===== src/rtl/deserializer8_pkg.sv =====
// Shared definitions for the shifter8 serial path: word/counter widths and
// the receive FSM state encoding.
package deserializer8_pkg;

  localparam int unsigned DATA_W = 8;
  localparam int unsigned CNT_W  = 3;

  typedef enum logic {
    ST_IDLE  = 1'b0,
    ST_SHIFT = 1'b1
  } state_e;

endpackage : deserializer8_pkg


===== src/rtl/deser_out_reg.sv =====
// One-entry valid/ready holding register for completed words; drops a new
// word and raises a sticky overrun when the entry is full and not being popped.
module deser_out_reg
  import deserializer8_pkg::*;
#(
  parameter int unsigned DATA_W = deserializer8_pkg::DATA_W
) (
  input  logic              clk,
  input  logic              reset,
  input  logic              clr,
  input  logic              commit_i,
  input  logic [DATA_W-1:0] word_i,
  input  logic              ready_i,
  output logic [DATA_W-1:0] data_o,
  output logic              valid_o,
  output logic              overrun_o
);

  logic [DATA_W-1:0] data_q, data_d;
  logic              valid_q, valid_d;
  logic              overrun_q, overrun_d;
  logic              pop_c;

  // A pop frees the entry in the same cycle, so a simultaneous commit is accepted.
  always_comb begin
    data_d    = data_q;
    valid_d   = valid_q;
    overrun_d = overrun_q;
    pop_c     = valid_q && ready_i;
    if (commit_i) begin
      if (!valid_q || pop_c) begin
        data_d  = word_i;
        valid_d = 1'b1;
      end else begin
        overrun_d = 1'b1;
      end
    end else if (pop_c) begin
      valid_d = 1'b0;
    end
  end

  always_ff @(posedge clk) begin
    if (reset || clr) begin
      data_q    <= '0;
      valid_q   <= 1'b0;
      overrun_q <= 1'b0;
    end else begin
      data_q    <= data_d;
      valid_q   <= valid_d;
      overrun_q <= overrun_d;
    end
  end

  assign data_o    = data_q;
  assign valid_o   = valid_q;
  assign overrun_o = overrun_q;

endmodule : deser_out_reg


===== src/rtl/deserializer8.sv =====
// Serial-in / parallel-out receiver for the shifter8 path: frames bits on
// s_sof, assembles MSB- or LSB-first, and hands words to a valid/ready register.
module deserializer8
  import deserializer8_pkg::*;
#(
  parameter int unsigned DATA_W = deserializer8_pkg::DATA_W,
  parameter int unsigned CNT_W  = deserializer8_pkg::CNT_W
) (
  input  logic              clk,
  input  logic              reset,
  input  logic              clr,
  input  logic              msb_first,
  input  logic              s_valid,
  input  logic              s_bit,
  input  logic              s_sof,
  output logic [DATA_W-1:0] d_out,
  output logic              d_valid,
  input  logic              d_ready,
  output logic [CNT_W-1:0]  bit_cnt,
  output logic              overrun,
  output logic              frame_err
);

  state_e            state_q, state_d;
  logic [DATA_W-1:0] sr_q, sr_d;
  logic [CNT_W-1:0]  cnt_q, cnt_d;
  logic              msb_q, msb_d;
  logic              ferr_q, ferr_d;
  logic              commit_c;
  logic              last_c;
  logic [DATA_W-1:0] first_c;
  logic [DATA_W-1:0] shift_c;

  always_comb begin
    state_d  = state_q;
    sr_d     = sr_q;
    cnt_d    = cnt_q;
    msb_d    = msb_q;
    ferr_d   = ferr_q;
    commit_c = 1'b0;
    last_c   = (cnt_q == CNT_W'(DATA_W - 1));
    // A fresh word starts from an empty register so no stale bits linger.
    first_c  = msb_first ? {{(DATA_W-1){1'b0}}, s_bit} : {s_bit, {(DATA_W-1){1'b0}}};
    shift_c  = msb_q ? {sr_q[DATA_W-2:0], s_bit} : {s_bit, sr_q[DATA_W-1:1]};
    if (s_valid) begin
      case (state_q)
        ST_IDLE: begin
          if (s_sof) begin
            sr_d    = first_c;
            msb_d   = msb_first;
            cnt_d   = CNT_W'(1);
            state_d = ST_SHIFT;
          end
        end
        ST_SHIFT: begin
          // s_sof on the final bit is data; anywhere earlier it truncates the word.
          if (s_sof && !last_c) begin
            ferr_d = 1'b1;
            sr_d   = first_c;
            msb_d  = msb_first;
            cnt_d  = CNT_W'(1);
          end else begin
            sr_d  = shift_c;
            cnt_d = cnt_q + CNT_W'(1);
            if (last_c) begin
              commit_c = 1'b1;
              state_d  = ST_IDLE;
            end
          end
        end
        default: state_d = ST_IDLE;
      endcase
    end
  end

  always_ff @(posedge clk) begin
    if (reset || clr) begin
      state_q <= ST_IDLE;
      sr_q    <= '0;
      cnt_q   <= '0;
      msb_q   <= 1'b0;
      ferr_q  <= 1'b0;
    end else begin
      state_q <= state_d;
      sr_q    <= sr_d;
      cnt_q   <= cnt_d;
      msb_q   <= msb_d;
      ferr_q  <= ferr_d;
    end
  end

  deser_out_reg #(
    .DATA_W (DATA_W)
  ) u_out_reg (
    .clk       (clk),
    .reset     (reset),
    .clr       (clr),
    .commit_i  (commit_c),
    .word_i    (sr_d),
    .ready_i   (d_ready),
    .data_o    (d_out),
    .valid_o   (d_valid),
    .overrun_o (overrun)
  );

  assign bit_cnt   = cnt_q;
  assign frame_err = ferr_q;

endmodule : deserializer8


===== config.mk =====
export PLATFORM = sky130hd
export DESIGN_NAME = deserializer8
export DESIGN_NICKNAME = d
export VERILOG_FILES = /design/src/rtl/deserializer8_pkg.sv /design/src/rtl/deser_out_reg.sv /design/src/rtl/deserializer8.sv
export SDC_FILE = /design/constraint.sdc
export NUM_CORES = 1
export LEC_CHECK = 0
export ABC_CLOCK_PERIOD_IN_PS = 2230
export CAP_MARGIN = 20
export CORE_ASPECT_RATIO = 1.4
export CORE_UTILIZATION = 30
export DETAILED_ROUTE_END_ITERATION = 6
export GPL_TIMING_DRIVEN = 0
export SETUP_SLACK_MARGIN = 0.15
export SLEW_MARGIN = 20
export SYNTH_ARGS = -nofsm -noshare
export SYNTH_HDL_FRONTEND = slang
export SYNTH_HIERARCHICAL = 1
export SYNTH_SLANG_ARGS = --single-unit

===== constraint.sdc =====
create_clock -name clk -period 2.23 [get_ports clk]
set_input_delay 0.446 -clock clk [delete_from_list [all_inputs] [get_ports clk]]
set_output_delay 0.446 -clock clk [all_outputs]
set_load 0.005 [all_outputs]

==> impl_metrics.csv, run 1 <==
group,metric,value,unit
timing,rsz0062_at_grt,"no",
final_layout,area_growth,26.0,%
critical_path,crit_path_start,"s_sof",
die,coreArea,0.00371,mm2
clocking,clk_path_buf_depth,2,
critical_path,worstSetupPathType,"in -> reg",
critical_path,end_kind,"flip-flop",
logic_synthesis,synth_ff_type,"dfxtp_1",
route,dr.pass1.iters,4,
die,initial_core_util,0.319,
critical_path,crit_arrival,1.99,ns
placed_design,placedInstanceArea,0.00144,mm2
global_route,grt_remaining_overflow,0,
clocking,cts-root-buf,"clkbuf_8",
critical_path,worstPathRequired,2.42,ns
die,ioPinCount,22,
logic_synthesis,ys_seq_area_frac,0.406,
route,via_count,897,
final_layout,design_area,0.00149,mm2
logic_synthesis,synth.avg_cell_area,9.24,um2
critical_path,worstPathMaxFanout,8,
final_layout,nFillCells,390,
critical_path,r2r_cells,8,
final_layout,finalCoreUtilization,0.402,
logic_synthesis,syn-instance-count,128,
timing,holdWs,0.437,ns
global_route,track_usage,0.120,
power_and_ir_drop,power,782,uW
timing,setup_viol,0,
timing,setup_tns,0,ns
logic_synthesis,synthTopCellsByArea,"dfxtp_1, mux2i_1, nand2_1",
clocking,cts_made_buffers,3,
power_and_ir_drop,ir_drop,0.376,mV
die,die-area,0.00420,mm2
final_layout,multi_input_area,641,um2
min_path,hold-path-cell-count,2,
timing,worst_pin_slew,0.378,ns
placed_design,gp_congestion,0.826,
route,drt_iter0_markers,10,
timing,slew_headroom,0.748,
logic_synthesis,synthArstFlopShare,0,
route,post-route-drc-count,0,
die,die_w,55.1,um
final_layout,instances_no_fill,194,
logic_synthesis,syn_nets,139,
logic_synthesis,synth_top_area_frac,0.406,
logic_synthesis,yosysWarnings,6,
outcome,status,"finished, final reports clean",
clocking,clk_pin_slew_worst_paths,0.08,ns
placed_design,dp_cells,190,
critical_path,startpoint_type,"primary input",
min_path,hold_start,"s_valid",
min_path,worstHoldPathType,"in -> reg",
critical_path,r2r_start,"bit_cnt[0]$_SDFFE_PP0P_",
route,antenna_left,0,
logic_synthesis,netlist_area,0.00118,mm2
final_layout,drive_gt1_frac,0.171,
timing,post-route-period-util,0.804,
clocking,ctsHoldBuffers,0,
timing,slew_violations,0,
timing,min_period,1.79,ns
logic_synthesis,synth_area_leader_cell,"dfxtp_1",
global_route,antenna_found_initial,0,
clocking,cts_setup_buffers,0,
job,cap_violations,0,
logic_synthesis,ys_ff_latch,24,
final_layout,fin_nets,164,
clocking,clkLatencyLatePin,0.26,ns
power_and_ir_drop,p_per_area,525,mW/mm2
timing,fin_skew,0.00228,ns
timing,max_freq,558,MHz
clocking,htreeDepth,1,
global_route,grt_start_max_net_pins,14,
power_and_ir_drop,p_leak,0.601,nW
route,wire_per_inst,11.6,um
placed_design,pre_cts_slack,0.156,ns
die,fp.dieH,76.3,um
clocking,cts_tree,"built",
die,core.rowCount,26,
placed_design,dp_hpwl,1.73,mm
logic_synthesis,synth_cell_types,29,
timing,worst_slack,0.438,ns
placed_design,io_buffer_count,20,
logic_synthesis,synth-edff-count,0,
global_route,grt_pass1_vias,921,
timing,hold_viol_final,0,
clocking,cts_resized,0,
final_layout,n_antenna_cell,0,
final_layout,regArea,480,um2
global_route,grt_pass1_wl,3.84,mm
clocking,clock-sinks,24,
route,viasPerCell,4.62,
route,routed_wl,2.25,mm
[routing by layer]
layer  routed length, um  part of all wire  vias to the layer above  track usage
met5                   0                 0                        -            0
li1                    -                 -                      478            -
met3                  82             0.036                        2       0.0200
met2                1130              0.50                       13        0.202
met4                  19            0.0084                        0       0.0525
met1                1020              0.45                      404        0.141
[cell families after synthesis]
family	synth area share
flops	0.406
mux	0.146
simple gates	0.215
buf+inv	0.0518
fa+ha+maj	0.0317
compound gates	0.149
[report_power, final]
group / internal (mW) / switching [mW] / leakage (nW)
clock network: 0.157 / 0.133 / 0.0288
registers: 0.431 / 0.00126 / 0.194
logic: 0.0280 / 0.0325 / 0.378
total: 0.616 / 0.166 / 0.601
[cells in the mapped netlist (2+ instances only)]
master / instances
nor2_1: 8
a22oi_1: 2
a21oi_1: 8
o31a_1: 2
nor2b_4: 2
nor2b_1: 2
mux2i_1: 15
buf_4: 4
and2b_1: 4
o21ai_0: 4
o21ai_2: 7
nand2_1: 26
dfxtp_1: 24
mux2_2: 2
buf_6: 2
ha_1: 3
[worst max-delay path: stages]
cell and delay, ns:
clkdlybuf4s50_1 0.57, nor2b_4 0.24, nor2_1 0.10, and2_1 0.20, nand2b_2 0.08, buf_6 0.15, mux2i_1 0.19
[sequential cells by signal, indices dropped and copies added, names as in the netlist]
name	count
bit_cnt	3
frame_err	1
msb_q	1
sr_q	8
state_q	1
u_out_reg/data_o	8
u_out_reg/overrun_o	1
u_out_reg/valid_o	1
[path summary, 6_finish.rpt]
path	end	slack [ns]
min	state_q$_SDFFE_PP0P_	0.44
max reg2reg	u_out_reg/data_o[0]$_SDFFE_PP0P_	0.46
min reg2reg	u_out_reg/data_o[2]$_SDFFE_PP0P_	0.47
max	u_out_reg/data_o[0]$_SDFFE_PP0P_	0.44
[layout by cell type (no fill, tap or decap), drive strengths merged, types with 2 or more instances in the layout]
cell,instances
mux2,2
buf,7
nand2,27
a22oi,2
nor2,9
nand2b,2
ha,3
clkbuf,4
mux2i,15
or2,2
nor2b,4
clkdlybuf4s50,20
and2b,4
o31a,2
o21ai,11
a21oi,8
dfxtp,24
[final cells by class]
| cell class | count | area share |
|---|---|---|
| multi-input combinational | 96 | 0.430 |
| sequential | 24 | 0.322 |
| timing repair buffer | 20 | 0.134 |
| buffer | 7 | 0.0386 |
| clock buffer | 4 | 0.0369 |
| tap | 42 | 0.0353 |
| inverter | 1 | 0.00252 |
Power figures use the tool's default switching activity.
==> run 2, diff against run 1 <==
--- a/config.mk
+++ b/config.mk
@@ -5,7 +5,7 @@
 export SDC_FILE = /design/constraint.sdc
 export NUM_CORES = 1
 export LEC_CHECK = 0
-export ABC_CLOCK_PERIOD_IN_PS = 2230
+export ABC_CLOCK_PERIOD_IN_PS = 1500
 export CAP_MARGIN = 20
 export CORE_ASPECT_RATIO = 1.4
 export CORE_UTILIZATION = 30
==> constraint.sdc (replaced) <==
create_clock -name clk -period 1.5 [get_ports clk]
set_input_delay 0.3 -clock clk [delete_from_list [all_inputs] [get_ports clk]]
set_output_delay 0.3 -clock clk [all_outputs]
set_load 0.005 [all_outputs]
==> run 2 against run 1 <==
Compared with the run above:
- the run now ends with setup timing left
- register-to-register slack got worse by 0.47 ns
- design area increased by 7.5%
- first-iteration DRC count increased by 30%
- die area unchanged
- utilization increased by 3.0 points
- sequential share of layout area decreased by 1.3 points
- clock skew increased by 0.0036 ns
- total power increased by 45%
- largest cell class unchanged
==> impl_metrics.csv, run 2 (synthesis gave the netlist of run 1 again) <==
group,metric,value,unit
critical_path,r2r_slack,-0.007,ns
global_route,grt_pass1_wl,4.16,mm
timing,fin_skew,0.00588,ns
final_layout,final_cell_mix,"nand2_1, dfxtp_1, mux2i_1, dlygate4sd2_1, buf_4",
final_layout,n_antenna_cell,0,
min_path,hold-path-cell-count,2,
route,wire_per_inst,12.2,um
route,routed_wl,2.45,mm
job,cap_violations,0,
global_route,grt_start_max_net_pins,14,
clocking,clkLatencyLatePin,0.27,ns
route,post-route-drc-count,0,
die,initial_core_util,0.319,
timing,slew_headroom,0.728,
global_route,grt_remaining_overflow,0,
die,fp.dieH,76.3,um
clocking,htreeDepth,1,
global_route,grt_pass1_vias,987,
route,drt_iter0_markers,13,
die,coreArea,0.00371,mm2
timing,worst_pin_slew,0.408,ns
clocking,clk_pin_slew_worst_paths,0.09,ns
critical_path,end_kind,"flip-flop",
timing,setup_viol,1,
route,antenna_left,0,
critical_path,worstReg2RegEnd,"u_out_reg/data_o[0]$_SDFFE_PP0P_",
critical_path,worstPathRequired,1.69,ns
final_layout,fin_nets,170,
outcome,violations,"setup timing",
timing,slew_violations,0,
die,die_w,55.1,um
critical_path,r2r_start,"bit_cnt[0]$_SDFFE_PP0P_",
final_layout,final_common_cell,"nand2_1",
placed_design,dp_hpwl,1.78,mm
timing,setup_tns,-0.00735,ns
timing,post-route-period-util,1.00,
die,die-area,0.00420,mm2
timing,min_period,1.51,ns
power_and_ir_drop,ir_drop,0.528,mV
clocking,ctsHoldBuffers,0,
power_and_ir_drop,p_leak,0.709,nW
global_route,antenna_found_initial,0,
clocking,clock-sinks,24,
critical_path,worstSetupPathType,"reg -> reg",
route,dr.pass1.iters,4,
final_layout,drive_gt1_frac,0.285,
placed_design,io_buffer_count,20,
critical_path,crit_arrival,1.70,ns
min_path,min_to,"state_q$_SDFFE_PP0P_",
final_layout,area_growth,35.5,%
clocking,cts_tree,"built",
critical_path,worstPathMaxFanout,8,
critical_path,startpoint_type,"flip-flop",
die,core.rowCount,26,
timing,worst_slack,-0.00735,ns
power_and_ir_drop,power,1.14,mW
clocking,clk_path_buf_depth,2,
global_route,track_usage,0.132,
min_path,hold_start,"s_valid",
power_and_ir_drop,p_per_area,709,mW/mm2
clocking,cts_made_buffers,3,
die,ioPinCount,22,
placed_design,pre_cts_slack,-0.359,ns
clocking,cts-root-buf,"clkbuf_8",
timing,max_freq,663,MHz
critical_path,r2r_cells,8,
outcome,status,"complete, but fails checks",
timing,rsz0062_at_grt,"yes",
route,via_count,970,
route,viasPerCell,4.85,
min_path,worstHoldPathType,"in -> reg",
placed_design,gp_congestion,0.864,
timing,hold_viol_final,0,
[run 2: changes by cell type in the layout (fill, tap and decap cells not counted), sizes merged]
cell,before,now
dlymetal6s2s,0,1
dlygate4sd2,0,14
buf,7,13
clkdlybuf4s50,20,5
[run 2: power breakdown]
group	switching, mW	leakage (nW)	internal [mW]
Sequential	0.00211	0.197	0.635
Clock	0.207	0.0228	0.190
Combinational	0.0547	0.489	0.0470
[run 2: how the worst max path moves through the flow]
stage | slack (ns) | end | depth (start not counted) | from
after CTS | 0.0006 | u_out_reg/data_o[0]$_SDFFE_PP0P_ | 8 | bit_cnt[0]$_SDFFE_PP0P_
after global routing | -0.07 | u_out_reg/data_o[4]$_SDFFE_PP0P_ | 8 | bit_cnt[0]$_SDFFE_PP0P_
after detailed placement | -0.36 | u_out_reg/data_o[0]$_SDFFE_PP0P_ | 7 | s_sof
after global placement | -0.30 | u_out_reg/data_o[6]$_SDFFE_PP0P_ | 7 | s_sof
final | -0.007 | u_out_reg/data_o[0]$_SDFFE_PP0P_ | 8 | bit_cnt[0]$_SDFFE_PP0P_
after floorplan | 0.07 | u_out_reg/data_o[0]$_SDFFE_PP0P_ | 8 | bit_cnt[0]$_SDFFE_PP0P_
[run 2: routing by layer]
metal / wire length, um / track usage / part of all wire / vias to the layer above
met5: 0 / 0 / 0 / -
met2: 1300 / 0.228 / 0.53 / 14
met4: 49 / 0.0625 / 0.020 / 0
met3: 81 / 0.0200 / 0.033 / 5
met1: 1020 / 0.149 / 0.42 / 454
li1: - / - / - / 497
[run 2: area by class of cell]
cell class | instances | area (um2)
buffer | 7 | 61.3
tap | 42 | 52.6
clock buffer | 4 | 45.0
fill | 384 | 2110
multi-input combinational | 96 | 713
timing repair buffer | 26 | 230
sequential | 24 | 495
inverter | 1 | 3.75
[run 2: timing repair]
item                                    in CTS  in global routing
pin swaps                                    3                  3
buffers inserted                             6                  0
endpoints found under the setup margin      32                 20
gates resized for setup                     25                  7
[run 2: metrics by stage]
step,area [um2],std cells,utilization,hold slack [ns]
final,1600,200,0.432,0.290
after global routing,1600,200,0.432,0.281
after CTS,1570,200,0.424,0.284
after detailed placement,1470,190,0.396,0.455
after global placement,1470,190,0.396,0.448
after floorplan,1220,128,-,0.377
[run 2: worst max-delay path, cell delays in order, from the launching register on]
cell and delay (ns):
dfxtp_4 0.36, ha_4 0.17, ha_4 0.16, nor2b_4 0.14, nor2_4 0.04, and2_4 0.14, nand2b_4 0.07, buf_8 0.14
mux2i_1 0.20
